==> config.mk <==
export PLATFORM = sky130hd
export DESIGN_NAME = linebuf_read_sched_flat
export DESIGN_NICKNAME = d
export VERILOG_FILES = /design/src/rtl/linebuf_pkg.sv /design/src/rtl/linebuf_read_sched_if.sv /design/src/rtl/row_occupancy_cnt.sv /design/src/rtl/linebuf_read_sched.sv /design/src/flat_wrapper.sv
export SDC_FILE = /design/constraint.sdc
export NUM_CORES = 1
export LEC_CHECK = 0
export ABC_AREA = 1
export CAP_MARGIN = 20
export CORE_ASPECT_RATIO = 0.6
export CORE_MARGIN = 2
export CORE_UTILIZATION = 45
export DETAILED_ROUTE_END_ITERATION = 6
export PLACE_DENSITY = 0.69
export SYNTH_ARGS = -nofsm -noshare
export SYNTH_HDL_FRONTEND = slang
export SYNTH_SLANG_ARGS = --single-unit
==> constraint.sdc <==
create_clock -name clk -period 1.7 [get_ports clk]
set_input_delay 0.17 -clock clk [delete_from_list [all_inputs] [get_ports clk]]
set_output_delay 0.17 -clock clk [all_outputs]
set_load 0.01 [all_outputs]
==> src/rtl/linebuf_pkg.sv <==
// Shared types and widths for the line-buffer read scheduler.
package linebuf_pkg;

  localparam int unsigned IMAGE_SIZE  = 16;
  localparam int unsigned KERNEL_SIZE = 3;
  localparam int unsigned NUM_BUFS    = 4;
  localparam int unsigned ADDR_SIZE   = $clog2(IMAGE_SIZE);

  localparam int unsigned COL_W = ADDR_SIZE;
  localparam int unsigned ROW_W = $clog2(IMAGE_SIZE);
  localparam int unsigned BUF_W = $clog2(NUM_BUFS);
  localparam int unsigned OCC_W = $clog2(NUM_BUFS) + 1;

  typedef enum logic [2:0] {
    IDLE,
    WAIT_ROWS,
    SWEEP,
    RELEASE,
    DONE
  } sched_state_t;

  // Advance a ring pointer with wrap at NUM_BUFS-1.
  function automatic logic [BUF_W-1:0] buf_inc(input logic [BUF_W-1:0] b);
    return (b == BUF_W'(NUM_BUFS - 1)) ? '0 : b + BUF_W'(1);
  endfunction

endpackage

==> src/rtl/linebuf_read_sched_if.sv <==
// Scheduler-side bus: writer handshakes, row-buffer read port, MAC window stream.
interface linebuf_read_sched_if;
  import linebuf_pkg::*;

  logic             frame_start;
  logic             row_wr_done;
  logic             out_ready;
  logic             rd_en;
  logic [COL_W-1:0] rd_addr;
  logic [BUF_W-1:0] rd_base_buf;
  logic             win_valid;
  logic [COL_W-1:0] win_col;
  logic [ROW_W-1:0] win_row;
  logic             buf_free;
  logic [OCC_W-1:0] rows_avail;
  logic             wr_full;
  logic             overflow_err;
  logic             frame_done;

  modport master (
    input  frame_start, row_wr_done, out_ready,
    output rd_en, rd_addr, rd_base_buf, win_valid, win_col, win_row,
           buf_free, rows_avail, wr_full, overflow_err, frame_done
  );

  modport slave (
    output frame_start, row_wr_done, out_ready,
    input  rd_en, rd_addr, rd_base_buf, win_valid, win_col, win_row,
           buf_free, rows_avail, wr_full, overflow_err, frame_done
  );

endinterface

==> src/rtl/row_occupancy_cnt.sv <==
// Count of committed-but-unreleased rows, with full flag and sticky overflow.
module row_occupancy_cnt
  import linebuf_pkg::*;
(
  input  logic             clk,
  input  logic             rst,
  input  logic             clr_i,
  input  logic             inc_i,
  input  logic             dec_i,
  output logic [OCC_W-1:0] cnt_o,
  output logic             full_o,
  output logic             ovf_o
);

  logic [OCC_W-1:0] cnt_q, cnt_d;
  logic             full_q, full_d;
  logic             ovf_q, ovf_d;

  // Next count: simultaneous inc/dec cancel; a write into a full ring is dropped and flagged.
  always_comb begin
    cnt_d = cnt_q;
    ovf_d = ovf_q;
    if (inc_i && full_q) begin
      ovf_d = 1'b1;
    end
    if (clr_i) begin
      cnt_d = '0;
    end else if (inc_i && dec_i) begin
      cnt_d = cnt_q;
    end else if (inc_i && !full_q) begin
      cnt_d = cnt_q + OCC_W'(1);
    end else if (dec_i && (cnt_q != '0)) begin
      cnt_d = cnt_q - OCC_W'(1);
    end
    full_d = (cnt_d == OCC_W'(NUM_BUFS));
  end

  // Occupancy state registers.
  always_ff @(posedge clk or negedge rst) begin
    if (!rst) begin
      cnt_q  <= '0;
      full_q <= 1'b0;
      ovf_q  <= 1'b0;
    end else begin
      cnt_q  <= cnt_d;
      full_q <= full_d;
      ovf_q  <= ovf_d;
    end
  end

  assign cnt_o  = cnt_q;
  assign full_o = full_q;
  assign ovf_o  = ovf_q;

endmodule

==> src/rtl/linebuf_read_sched.sv <==
// Read-side scheduler: waits for KERNEL_SIZE rows, sweeps columns under
// valid/ready backpressure, then releases the oldest row buffer.
module linebuf_read_sched
  import linebuf_pkg::*;
(
  input  logic                 clk,
  input  logic                 rst,
  linebuf_read_sched_if.master bus
);

  sched_state_t     state_q, state_d;
  logic [COL_W-1:0] col_q, col_d;
  logic [ROW_W-1:0] row_q, row_d;
  logic [BUF_W-1:0] base_q, base_d;
  logic             win_valid_q, win_valid_d;
  logic [COL_W-1:0] win_col_q, win_col_d;

  logic             advance_c;
  logic             rd_en_c;
  logic             buf_free_c;
  logic             occ_clr_c;
  logic             occ_inc_c;
  logic [OCC_W-1:0] rows_avail;
  logic             wr_full;
  logic             overflow_err;

  row_occupancy_cnt u_occ (
    .clk   (clk),
    .rst   (rst),
    .clr_i (occ_clr_c),
    .inc_i (occ_inc_c),
    .dec_i (buf_free_c),
    .cnt_o (rows_avail),
    .full_o(wr_full),
    .ovf_o (overflow_err)
  );

  // Next-state, counters and issue strobes.
  always_comb begin
    state_d     = state_q;
    col_d       = col_q;
    row_d       = row_q;
    base_d      = base_q;
    rd_en_c     = 1'b0;
    buf_free_c  = 1'b0;
    occ_clr_c   = 1'b0;
    advance_c   = !win_valid_q || bus.out_ready;
    // A row committed during DONE belongs to no frame and is dropped.
    occ_inc_c   = bus.row_wr_done && (state_q != DONE);

    unique case (state_q)
      IDLE: begin
        if (bus.frame_start) begin
          col_d     = '0;
          row_d     = '0;
          base_d    = '0;
          occ_clr_c = 1'b1;
          state_d   = WAIT_ROWS;
        end
      end
      WAIT_ROWS: begin
        if (rows_avail >= OCC_W'(KERNEL_SIZE)) begin
          state_d = SWEEP;
        end
      end
      SWEEP: begin
        if (advance_c) begin
          rd_en_c = 1'b1;
          col_d   = col_q + COL_W'(1);
          if (col_q == COL_W'(IMAGE_SIZE - 1)) begin
            state_d = RELEASE;
          end
        end
      end
      RELEASE: begin
        // Hold the oldest buffer until the last column has left the MAC port.
        if (advance_c) begin
          buf_free_c = 1'b1;
          base_d     = buf_inc(base_q);
          col_d      = '0;
          if (row_q == ROW_W'(IMAGE_SIZE - KERNEL_SIZE)) begin
            state_d = DONE;
          end else begin
            row_d   = row_q + ROW_W'(1);
            state_d = WAIT_ROWS;
          end
        end
      end
      DONE: begin
        occ_clr_c = 1'b1;
        base_d    = '0;
        state_d   = IDLE;
      end
      default: begin
        state_d = IDLE;
      end
    endcase

    // Output stage: load on issue, drain when the MAC takes the beat.
    if (rd_en_c) begin
      win_valid_d = 1'b1;
      win_col_d   = col_q;
    end else begin
      win_valid_d = bus.out_ready ? 1'b0 : win_valid_q;
      win_col_d   = win_col_q;
    end
  end

  // Scheduler state registers.
  always_ff @(posedge clk or negedge rst) begin
    if (!rst) begin
      state_q     <= IDLE;
      col_q       <= '0;
      row_q       <= '0;
      base_q      <= '0;
      win_valid_q <= 1'b0;
      win_col_q   <= '0;
    end else begin
      state_q     <= state_d;
      col_q       <= col_d;
      row_q       <= row_d;
      base_q      <= base_d;
      win_valid_q <= win_valid_d;
      win_col_q   <= win_col_d;
    end
  end

  assign bus.rd_en        = rd_en_c;
  assign bus.rd_addr      = col_q;
  assign bus.rd_base_buf  = base_q;
  assign bus.win_valid    = win_valid_q;
  assign bus.win_col      = win_col_q;
  assign bus.win_row      = row_q;
  assign bus.buf_free     = buf_free_c;
  assign bus.rows_avail   = rows_avail;
  assign bus.wr_full      = wr_full;
  assign bus.overflow_err = overflow_err;
  assign bus.frame_done   = (state_q == DONE);

endmodule

==> src/flat_wrapper.sv <==
// flat-port wrapper written by rule: the top's interface ports become plain ports
module linebuf_read_sched_flat import linebuf_pkg::*;
  (clk, rst, bus_frame_start, bus_row_wr_done, bus_out_ready, bus_rd_en, bus_rd_addr, bus_rd_base_buf, bus_win_valid, bus_win_col, bus_win_row, bus_buf_free, bus_rows_avail, bus_wr_full, bus_overflow_err, bus_frame_done);
  linebuf_read_sched_if bus_i ();
  input  logic clk;
  input  logic rst;
  input wire logic [$bits(bus_i.frame_start)-1:0] bus_frame_start;
  input wire logic [$bits(bus_i.row_wr_done)-1:0] bus_row_wr_done;
  input wire logic [$bits(bus_i.out_ready)-1:0] bus_out_ready;
  output wire logic [$bits(bus_i.rd_en)-1:0] bus_rd_en;
  output wire logic [$bits(bus_i.rd_addr)-1:0] bus_rd_addr;
  output wire logic [$bits(bus_i.rd_base_buf)-1:0] bus_rd_base_buf;
  output wire logic [$bits(bus_i.win_valid)-1:0] bus_win_valid;
  output wire logic [$bits(bus_i.win_col)-1:0] bus_win_col;
  output wire logic [$bits(bus_i.win_row)-1:0] bus_win_row;
  output wire logic [$bits(bus_i.buf_free)-1:0] bus_buf_free;
  output wire logic [$bits(bus_i.rows_avail)-1:0] bus_rows_avail;
  output wire logic [$bits(bus_i.wr_full)-1:0] bus_wr_full;
  output wire logic [$bits(bus_i.overflow_err)-1:0] bus_overflow_err;
  output wire logic [$bits(bus_i.frame_done)-1:0] bus_frame_done;
  assign bus_i.frame_start = bus_frame_start;
  assign bus_i.row_wr_done = bus_row_wr_done;
  assign bus_i.out_ready = bus_out_ready;
  assign bus_rd_en = bus_i.rd_en;
  assign bus_rd_addr = bus_i.rd_addr;
  assign bus_rd_base_buf = bus_i.rd_base_buf;
  assign bus_win_valid = bus_i.win_valid;
  assign bus_win_col = bus_i.win_col;
  assign bus_win_row = bus_i.win_row;
  assign bus_buf_free = bus_i.buf_free;
  assign bus_rows_avail = bus_i.rows_avail;
  assign bus_wr_full = bus_i.wr_full;
  assign bus_overflow_err = bus_i.overflow_err;
  assign bus_frame_done = bus_i.frame_done;
  linebuf_read_sched u_core (.clk(clk), .rst(rst), .bus(bus_i));
endmodule
* After elaboration in Yosys (flattened, before gate mapping)
Cells that the tools add are included.
** Storage, ports and cells
- Bits in registers :: 23
- Latch bits :: 0
- Bits in writable memories :: 0
- ROM bits :: 0
- Input port bits :: 5
- Memories kept :: 0
** Operators by class
- $add $sub $neg :: 5
- Multipliers :: 0
- Div/mod/pow operators :: 0
- Magnitude comparators :: 1
- Equal/unequal tests :: 15
- Shift-type cells :: 0
- Multiplexer cells :: 29
- Bitwise gates (word level) :: 0
- Reduce and logical (&&, ||, !) cells :: 18
** Operators by type and width (count)
- 2-to-1 mux 3 bit :: 10
- 2-to-1 mux 4 bit :: 5
- case mux 3 bit (4 select lines) :: 1
- case mux 4 bit (3 select lines) :: 1
- nonzero test 3 bit :: 3
- adder 4 x 1 -> 4 bit, second input constant :: 2
- equality test 4 bit, second input constant :: 2
- inequality test 2 x 1 -> 1 bit, second input constant :: 4
- case mux 4 bit (2 select lines) :: 1
- AND reduction 4 bit :: 2
- equality test 3 x 2 -> 1 bit, second input constant :: 2
- equality test 3 bit, second input constant :: 2
- 2-to-1 mux 1 bit :: 6
- 2-to-1 mux 2 bit :: 3
- case mux 2 bit (3 select lines) :: 1
- logical AND 1 bit :: 5
- AND reduction 5 bit :: 1
- inequality test 2 bit, second input constant :: 2
- nonzero test 2 bit :: 2
- adder 3 x 1 -> 3 bit, second input constant :: 1
- equality test 3 x 1 -> 1 bit, second input constant :: 1
- >= comparator 3 x 2 -> 1 bit, second input constant :: 1
- zero test 3 bit :: 1
- inequality test 3 bit, second input constant :: 1
- other kinds (7) :: 8

* Depth between registers and ports, before layout
- Depth in word-level cells :: 10
- Gate-level depth with buffers :: 10
- Gate-level depth less buffers :: 10

* By module
Synthesis repeated with hierarchy kept, for this count alone.
** Unflattened totals
- Cells, all modules :: 179
- Area, all modules :: 1381.3 um^2
** Modules (own cells, without submodules)
- linebuf_read_sched :: instances 1, cells an instance 135, area an instance 1053.5 um^2, seq. area each 450.4 um^2
- row_occupancy_cnt :: instances 1, cells an instance 44, area an instance 327.8 um^2, seq. area each 125.1 um^2

* Least setup slack after synthesis
OpenSTA, ideal clock, no wires.
- Kind :: register to register
- From :: register u_core.state_q[0]
- To :: register u_core.win_col_q[0], in the netlist u_core.bus.win_col[0]
- Library setup time :: 119 ps
- Arrival :: 1291 ps
- Required time :: 1581 ps
- Slack :: 290 ps
- Cell stages (with the launch flop) :: 8
- Path buffers :: 0
- Cell sequence :: dfrtp_1 -> nor2_2 -> nand2_2 -> nor2_2 -> inv_2 -> nor2_1 -> inv_1 -> o21a_1
** Between the ends
- Word-level cells in the longest chain between the ends :: 2
** Ends and longest elaborated chain
- from (decl) :: RTL line linebuf_read_sched.sv:11 : sched_state_t state_q, state_d;
- from (signal assigned) :: RTL line linebuf_read_sched.sv:119 : state_q <= state_d;
- equality test 3 x 2 -> 1 bit :: RTL line linebuf_read_sched.sv:51 : unique case (state_q)
- 2-to-1 mux 1 bit :: RTL line linebuf_read_sched.sv:51
- via bus_rd_en :: RTL line flat_wrapper.sv:10 : output wire logic [$bits(bus_i.rd_en)-1:0] bus_rd_en;
- to (signal assigned) :: RTL line linebuf_read_sched.sv:124 : win_col_q <= win_col_d;
- to (decl) :: RTL line linebuf_read_sched.sv:16 : logic [COL_W-1:0] win_col_q, win_col_d;
The timed path passes the listed nets, and every way through them passes these cells.
A chain may end at the register's enable or synchronous reset.

* Worst setup path in the final report
- From :: register u_core.state_q[0]
- To :: output port bus_rd_en
** Between the ends
- Word-level cells in the longest chain between the ends :: 2
** Ends and longest elaborated chain (RTL line)
- equality test 3 x 2 -> 1 bit :: linebuf_read_sched.sv:51
- 2-to-1 mux 1 bit :: linebuf_read_sched.sv:51
- to (decl) :: flat_wrapper.sv:10
Every way passes these cells.

==> reports/metrics.cfg <==
[synthesis]
synthArstFlopShare = 1.00
synth_area_per_cell_um2 = 8.16
synth_ff_type = dfrtp_1
synth_area_um2 = 1330
syn-num-nets = 176
yosys_warnings = 0
synthCells = 163
synth-seq-cells = 23
synth_enable_flop_cells = 0
ys_seq_area_frac = 0.433
yosysUniqueCellTypes = 27

[floorplanning]
die_area_um2 = 3420
dieWidth_um = 74.2
core_um2 = 2830
start_util = 0.469
die_y_um = 46.1
pin_count = 28
rows = 15

[clock_tree]
holdBufCountCts = 0
clk_pin_slew_ps = 80
cts_tree = built
clk_path_buf_depth = 2
cts_root_buf = clkbuf_8
clock_latency_ps = 260
cts_max_level = 1
numCtsBuffers = 3
clock_sink_count = 23

[worst_setup_path]
crit_path_end = bus_rd_en
startpoint = u_core.state_q[0]$_DFFE_PN0P_
reg2reg_depth = 10
start_kind = register
r2r_setup_slack_ps = 160
arrival_ps = 1420
required_ps = 1530
worstSetupPathType = register to output port
timing.rr.end = u_core.bus.win_row[1]$_DFFE_PN0P_
r2r-start = u_core.state_q[0]$_DFFE_PN0P_
crit_fanout = 5
critPathCaptureType = output port

[detailed_routing]
viasPerCell = 4.87
dr.pass1.iters = 4
antenna_left = 0
initialDrtViolationCount = 88
dr_total_vias = 1194
drc = 0
wl_mm = 2.99
post_drt_wl_per_cell_um = 12.2

[power_and_ir_drop]
vdd_drop_max_mv = 0.623
p_per_area_nw_per_um2 = 1680
leakage_nw = 0.871

[global_route]
grt_max_degree = 24
grtUsageMet1 = 0.274
first_global_vias = 988
use_met2 = 0.264
overflow = 0
grt_pass1_wl_mm = 4.53
antenna_found_initial = 0
grt.busiest_layer = met1
use_met3 = 0.0460
globalRouteTotalUtil = 0.183

[sta]
setup_violations = 0
fin_skew_ps = 5.63
setup_slack_ps = 107
finalHoldViolations = 0
period_share = 0.937
period_minus_slack_ps = 1590
slew_violations = 0
tns_ps = 0
relSlewSlack = 0.710
rsz0062_at_grt = no
worst_pin_slew_ps = 431
clock.fmax_mhz = 628

[run_status]
status = completed

[final_layout]
nFillCells = 237
synthToLayoutAreaGrowth_pct = 32.7
drive_gt1_frac = 0.172
final_nets = 217
antenna_cells = 0

[place]
gp_congestion = 0.864
place_ws_ps = 46.3
io_buffers = 27
dpl.hpwl_mm = 2.35

[job]
cap_violations = 0

[worst_hold_path]
hp-class = input port to async pin

## layout by cell type (no fill, tap or decap)
cell type        synthesis  final
nand2_1                 35     35
clkdlybuf4s50_1          0     24
inv_1                   21     21
dfrtp_1                 23     20
nor2_1                  13     13
nand3_1                 12     12
buf_4                    0      9
ha_1                     8      8
inv_2                    6      6
o21ai_0                  6      6
o21ai_1                  6      6
nor2_2                   5      5
a21oi_1                  4      4
nand2_2                  3      3
o31ai_1                  3      3
clkbuf_8                 0      3
dlygate4sd2_1            0      3
dfrtp_2                  0      3
nand3_2                  2      2
nand4_1                  2      2
xor2_1                   2      2
nor3_1                   2      2
a21oi_2                  1      1
o211ai_1                 1      1
nor2_8                   1      1
nand3_4                  1      1
o22ai_1                  1      1
a31oi_1                  1      1
o21a_1                   1      1
o41ai_1                  1      1
a31o_2                   1      1
xnor2_1                  1      1
clkbuf_1                 0      1
## sequential cells by signal, summed over array words and instances (netlist names), 2 cells and up
| register | count |
|---|---|
| u_core.bus.rd_addr | 4 |
| u_core.bus.win_col | 4 |
| u_core.bus.win_row | 4 |
| u_core.state_q | 3 |
| u_core.u_occ.cnt_o | 3 |
| u_core.bus.rd_base_buf | 2 |
## worst min-delay path by stage
stage	from	to	slack, ps	cells after the start
5_1_grt	rst	u_core.bus.rd_addr[0]$_DFFE_PN0P_	280	2
4_1_cts	rst	u_core.bus.win_col[0]$_DFFE_PN0P_	260	2
2_1_floorplan	rst	u_core.bus.rd_addr[0]$_DFFE_PN0P_	-130	0
3_5_place_dp	u_core.bus.win_col[3]$_DFFE_PN0P_	u_core.bus.win_col[3]$_DFFE_PN0P_	460	2
6_report	rst	u_core.bus.win_col[0]$_DFFE_PN0P_	250	2
3_3_place_gp	u_core.u_occ.ovf_o$_DFFE_PN0P_	u_core.u_occ.ovf_o$_DFFE_PN0P_	460	1
## area by class of cell
cell class                      instances  area [µm²]  share of cell area
Timing Repair Buffer                   36         334               0.189
Clock buffer                            4        45.0              0.0255
Sequential cell                        23         579               0.328
Inverter                               27         101              0.0574
Tap cell                               42        52.6              0.0298
Multi-Input combinational cell        113         653               0.370
## power by group
part / internal [mW] / switching [mW] / total (mW)
Clock: 0.167 / 0.174 / 0.342
Sequential: 0.724 / 0.140 / 0.864
Combinational: 0.775 / 0.985 / 1.76
Total: 1.67 / 1.30 / 2.97
## cell usage after synthesis, drive strengths merged (2+ instances only)
master   n  area share
nand2   38        0.11
inv     27       0.076
dfrtp   23        0.43
nor2    19       0.075
nand3   15       0.073
o21ai   12       0.045
ha       8       0.075
a21oi    5       0.022
o31ai    3       0.017
nand4    2      0.0094
nor3     2      0.0075
xor2     2       0.013
## stage by stage
step / instances / util / total power, mW / cell area, µm² / hold WS [ps]
finish: 245 / 0.623 / 2.97 / 1770 / 250
global route: 245 / 0.623 / 3.21 / 1770 / 276
CTS: 245 / 0.623 / 2.97 / 1770 / 264
detailed placement: 239 / 0.602 / 2.60 / 1710 / 462
global placement: 239 / 0.602 / 2.55 / 1710 / 458
floorplan: 163 / - / 1.92 / 1330 / -126
## critical path, stage by stage (launching register included)
cell	delay (ps)
dfrtp_2	420
buf_4	160
nor2_2	130
nand2_2	70
nor2_2	110
dlygate4sd2_1	280
## cells by family (layout without fill, tap and decap cells)
group,Yosys count,in the layout,synth area share
XOR/XNOR,3,3,0.0198
AND/OR/NAND/NOR,76,76,0.278
adder cells (fa/ha/maj),8,8,0.0753
flip-flops,23,23,0.433
AO/OA/AOI/OAI,26,26,0.118
buffers and inverters,27,67,0.0762
## what timing repair did
action | CTS | global route
endpoints found under the hold margin | 0 | 0
setup buffers | 2 | 0
setup endpoints to repair | 3 | 0
gates resized for setup | 6 | 0
## layer usage
metal	share of wire	vias up	routed length, µm
li1	-	615	-
met1	0.53	545	1580
met2	0.41	30	1230
met3	0.048	4	143
met4	0.014	0	42
met5	0	-	0
No activity file was read; power rests on OpenSTA's default activity.
